## src/rtl/popcount8.sv

```systemverilog
// Combinational population count of an 8-bit word.
module popcount8 (
   input  logic [7:0] i_data,
   output logic [3:0] o_cnt
);

   always_comb begin
      o_cnt = '0;
      for (int i = 0; i < 8; i++) o_cnt = o_cnt + {3'b000, i_data[i]};
   end

endmodule

```

## config.mk

```make
export PLATFORM = sky130hd
export DESIGN_NAME = popcount8
export DESIGN_NICKNAME = d
export VERILOG_FILES = /design/src/rtl/popcount8.sv
export SDC_FILE = /design/constraint.sdc
export NUM_CORES = 1
export LEC_CHECK = 0
export BUFFER_PORTS_ARGS = -buffer_cell sky130_fd_sc_hd__buf_2
export CORE_AREA = 2 2 39 41
export DETAILED_ROUTE_END_ITERATION = 7
export DIE_AREA = 0 0 41 43
export GPL_TIMING_DRIVEN = 0
export PLACE_DENSITY = 0.38
export SETUP_SLACK_MARGIN = 0.4
export SYNTH_ARGS = -nofsm -noshare
export SYNTH_HDL_FRONTEND = slang
export SYNTH_SLANG_ARGS = --single-unit
```

## constraint.sdc

```tcl
create_clock -name vclk -period 5
set_input_delay 1 -clock vclk [all_inputs]
set_output_delay 1 -clock vclk [all_outputs]
set_load 0.05 [all_outputs]
```

==> results.cfg, run 1 <==
[timing]
fmax_ghz = 0.2234
maxSlewHeadroom_pct = 83.55
grt_setup_unrepaired = true
fin_crit_ps = 4476
timing.setup.tns_ps = 0
hold_viol = 0
worst_slew_pin_slew_ps = 248.4
finalCritPeriodShare_pct = 89.51
final_max_slew_viol_count = 0
finalSetupViolations = 0

[yosys]
synth_area_leader_cell = fa_1
synth_cell_types = 6
synth.area.top_cells = fa_1 42%, inv_1 28%, ha_1 20%
post-synth-top-count-cell = inv_1
syn_inst = 24
synth_top_area_share_pct = 42.11
synth-seq-area-share_pct = 0
synth_commonest_cells = 14 x inv_1, 4 x fa_1, 3 x ha_1
avgSynthCellArea_sq_um = 7.924
synth_fp_nets = 39
yosys_warnings = 0
synth_area_sq_um = 190.2

[route]
drc = 0
drt_pass1_iterations = 2
vias = 157
vias_per_cell = 3.019
drt_iter0_drc = 1
drtAntennaViolNets = 0
routedWlPerCell_um = 5.481
drt-total-wl_um = 285

[worst_setup_path]
path_class = input pin to output port
crit_chain = buf_6 -> inv_2 -> fa_1 -> fa_1 -> fa_1 -> inv_1 -> ha_2 -> inv_2 -> fa_2 -> xnor2_2 -> buf_6
cp_max_fo = 2
startpoint_type = input pin
worst_setup_path_end_kind = output port
slowest_stage = fa_1
cp.required_ps = 4000
cp.arrival_ps = 3480
cp_slowest_stage_delay_ps = 540
worst_path_most_repeated_cell = fa_1

[finish]
regArea_sq_um = 0
areaGrowthSynthToFinish_pct = 58.55
finalNonFillerCells = 52
layout-drive-gt1-share_pct = 50.00
finalNetCount = 53
n_antenna_cell = 0
postLayoutCellArea_sq_um = 301.5
clkbuf_count = 0
fillers = 160
seq_cells = 0

[grt]
grt_use_total_pct = 3.414
grt_pass1_vias = 138
grt_remaining_overflow = 0
grt_max_degree = 3
antenna_found_initial = 0
grt_pass1_wl_um = 462

[power_and_ir_drop]
power.leakage_nw = 0.1848
comb_power_share_pct = 100.0
switchingPower_w = 0.00006981
switching_share_pct = 63.95
peakVddDrop_v = 0.0001179
pwr-share-clk_pct = 0
power.density_nw_per_um2 = 362.0
internal-power_w = 0.00003936
power.total_w = 0.0001092
pwr-share-seq_pct = 0

[place]
placed_cell_area_sq_um = 277.8
io_buffers = 12
hpwl_um = 277.9
gp_congestion = 0.6057
dpl.cell_count = 52

[floorplanning]
ios = 12
die_h_um = 43
fp.dieW_um = 41
design.die.area_sq_um = 1763
start_util_pct = 13.74
row_count = 14
coreArea_sq_um = 1384

[min_path]
hold_path.class = input pin to output port
hp-start = i_data[2]
min_to = o_cnt[0]
whs_path_depth = 3

[status]
outcome = complete, no violations

[job]
max-cap-violations = 0

[cts]
hold_buffers = 0
-- final cells by class --
cell class,instances,area (sq um),area share [%]
well taps,16,20.02,6.639
repair buffers,12,78.83,26.14
multi-input cells,10,150.1,49.79
inverters,14,52.55,17.43
-- what timing repair did --
action	in CTS	in global routing
pin swaps	0	1
gates resized for setup	1	10
setup endpoints to repair	1	2
buffers inserted	0	0
-- critical path: cells and delay by family --
kind	cells	cell delay [ps]
fa+ha+maj	5	1920
xor+xnor	1	170
buf+inv	5	380
-- kinds of logic after synthesis --
logic type               Yosys count  share of synthesized area (%)
XOR/XNOR                           1                          4.606
adder cells (fa/ha/maj)            7                          61.85
buffers and inverters             14                          27.63
AND/OR/NAND/NOR                    1                          3.292
AO/OA/AOI/OAI                      1                          2.629
-- metrics by stage --
stage               setup WS [ps]  hold WS, ps  util, %
detailed placement          371.2         2440    20.07
global route                389.6         2494    21.79
CTS                         407.3         2440    20.25
global placement            368.8         2438    20.07
finish                      524.4         2466    21.79
floorplan                   418.7         2378        -
-- how the worst max path moves through the flow --
| stage | startpoint | end | slack (ps) | cells past startpoint |
|---|---|---|---|---|
| after CTS | i_data[0] | o_cnt[1] | 410 | 11 |
| after global placement | i_data[0] | o_cnt[2] | 370 | 11 |
| after global routing | i_data[0] | o_cnt[2] | 390 | 11 |
| final | i_data[0] | o_cnt[2] | 520 | 11 |
| after detailed placement | i_data[0] | o_cnt[2] | 370 | 11 |
| after floorplan | i_data[0] | o_cnt[2] | 420 | 9 |
-- power groups by stage --
| stage | logic (W) | clock network [W] | registers [W] |
|---|---|---|---|
| 3_3_place_gp | 0.0000969 | 0 | 0 |
| 2_1_floorplan | 0.0000796 | 0 | 0 |
| 3_5_place_dp | 0.0000966 | 0 | 0 |
| 6_report | 0.000109 | 0 | 0 |
| 4_1_cts | 0.0000988 | 0 | 0 |
| 5_1_grt | 0.000122 | 0 | 0 |
-- cell usage in the layout, fill, tap and decap left out --
master	count
fa_1	3
buf_6	3
xnor2_2	1
ha_2	1
nor2b_1	1
inv_1	11
inv_2	3
fa_2	1
buf_2	9
ha_1	2
a21oi_1	1
-- layer usage --
layer	up-vias	GRT usage, %	wire length (um)
li1	86	-	-
met1	63	4.823	128
met2	8	5.938	124
met3	0	0	32
met4	0	0	0
met5	-	0	0
Power figures use the tool's default switching activity.
==> run 2, diff against run 1 <==
--- a/config.mk
+++ b/config.mk
@@ -6,11 +6,13 @@
 export NUM_CORES = 1
 export LEC_CHECK = 0
 export BUFFER_PORTS_ARGS = -buffer_cell sky130_fd_sc_hd__buf_2
+export CELL_PAD_IN_SITES_DETAIL_PLACEMENT = 1
+export CELL_PAD_IN_SITES_GLOBAL_PLACEMENT = 2
 export CORE_AREA = 2 2 39 41
 export DETAILED_ROUTE_END_ITERATION = 7
 export DIE_AREA = 0 0 41 43
 export GPL_TIMING_DRIVEN = 0
-export PLACE_DENSITY = 0.38
+export PLACE_DENSITY = 0.6
 export SETUP_SLACK_MARGIN = 0.4
 export SYNTH_ARGS = -nofsm -noshare
 export SYNTH_HDL_FRONTEND = slang
==> results.cfg, run 2 (synthesized netlist as in run 1, its figures left out) <==
[power_and_ir_drop]
comb_power_share_pct = 100.0
power.total_w = 0.0001090
power.density_nw_per_um2 = 372.2
pwr-share-seq_pct = 0
switching_share_pct = 64.33
power.leakage_nw = 0.1872
switchingPower_w = 0.00007010
pwr-share-clk_pct = 0
internal-power_w = 0.00003886
peakVddDrop_v = 0.00008157

[timing]
hold_viol = 0
finalCritPeriodShare_pct = 90.63
hold-worst-slack_ps = 2446
final_max_slew_viol_count = 0
grt_setup_unrepaired = true
timing.setup.tns_ps = 0
finalSetupViolations = 0
fmax_ghz = 0.2207
worst_slew_pin_slew_ps = 253.7
fin_crit_ps = 4531
maxSlewHeadroom_pct = 83.21

[worst_setup_path]
cp_max_fo = 2
cp.required_ps = 4000
cp.arrival_ps = 3530
path_class = input pin to output port
worst_setup_path_end_kind = output port
startpoint_type = input pin

[route]
routedWlPerCell_um = 6.250
vias_per_cell = 3.173
drtAntennaViolNets = 0
drt-total-wl_um = 325
drt_iter0_drc = 0
drt_pass1_iterations = 1
drc = 0
vias = 165

[finish]
n_antenna_cell = 0
finalNonFillerCells = 52
mostFrequentLayoutCells = 14 x inv_1, 10 x buf_2, 3 x fa_1, 3 x ha_1, 2 x buf_6
layout-drive-gt1-share_pct = 38.89
seq_cells = 0
finalNetCount = 53
final_common_cell = inv_1
areaGrowthSynthToFinish_pct = 53.95
clkbuf_count = 0
regArea_sq_um = 0
postLayoutCellArea_sq_um = 292.8

[place]
placed_cell_area_sq_um = 277.8
dpl.cell_count = 52
io_buffers = 12
gp_congestion = 0.5460
hpwl_um = 341.4

[cts]
cts_setup_buffers = 0
hold_buffers = 0

[grt]
grt_pass1_wl_um = 545
grt_use_total_pct = 4.116
antenna_found_initial = 0
grt_remaining_overflow = 0
grt_pass1_vias = 155
grt_max_degree = 3

[min_path]
hold_path.class = input pin to output port

[status]
outcome = complete, no violations

[job]
max-cap-violations = 0

[floorplanning]
start_util_pct = 13.74
ios = 12
coreArea_sq_um = 1384
design.die.area_sq_um = 1763
die_h_um = 43
fp.dieW_um = 41
row_count = 14
[run 2: worst max-delay path, cell delays in order]
cell	delay, ps
buf_2	70
inv_1	40
fa_1	550
fa_1	440
fa_1	490
inv_1	40
ha_1	190
inv_1	70
fa_2	420
inv_1	70
buf_6	150
[run 2: final timing paths]
| kind | from | endpoint | cells after the start |
|---|---|---|---|
| min | i_data[2] | o_cnt[0] | 3 |
| max | i_data[0] | o_cnt[1] | 11 |
[run 2: routing by layer]
metal | global-route usage, % | up-vias | share of wire [%]
li1 | - | 86 | -
met1 | 5.466 | 68 | 40
met2 | 7.187 | 11 | 42
met3 | 0.5236 | 0 | 18
met4 | 0 | 0 | 0
met5 | 0 | - | 0
[run 2: power groups by stage]
stage          Combinational (W)  Sequential [W]  Clock (W)
5_1_grt                 0.000118               0          0
3_5_place_dp           0.0000982               0          0
3_3_place_gp           0.0000973               0          0
2_1_floorplan          0.0000796               0          0
4_1_cts                 0.000104               0          0
6_report                0.000109               0          0
[run 2: per-stage QoR]
| stage | setup slack, ps | util [%] |
|---|---|---|
| floorplan | 418.7 | - |
| global placement | 364.4 | 20.07 |
| detailed placement | 365.5 | 20.07 |
| CTS | 416.7 | 20.43 |
| global route | 377.3 | 21.16 |
| finish | 468.7 | 21.16 |
[run 2: final cells by class]
type,count,area [sq um]
fill,168,1091
multi-input combinational,10,147.6
timing repair buffer,12,72.57
inverter,14,52.55
tap,16,20.02
[run 2: what timing repair did]
action / CTS / global route
endpoints found under the setup margin: 2 / 2
cloned: 0 / 0
endpoints found under the hold margin: 0 / 0
resized for setup: 2 / 3
pin swaps: 0 / 0
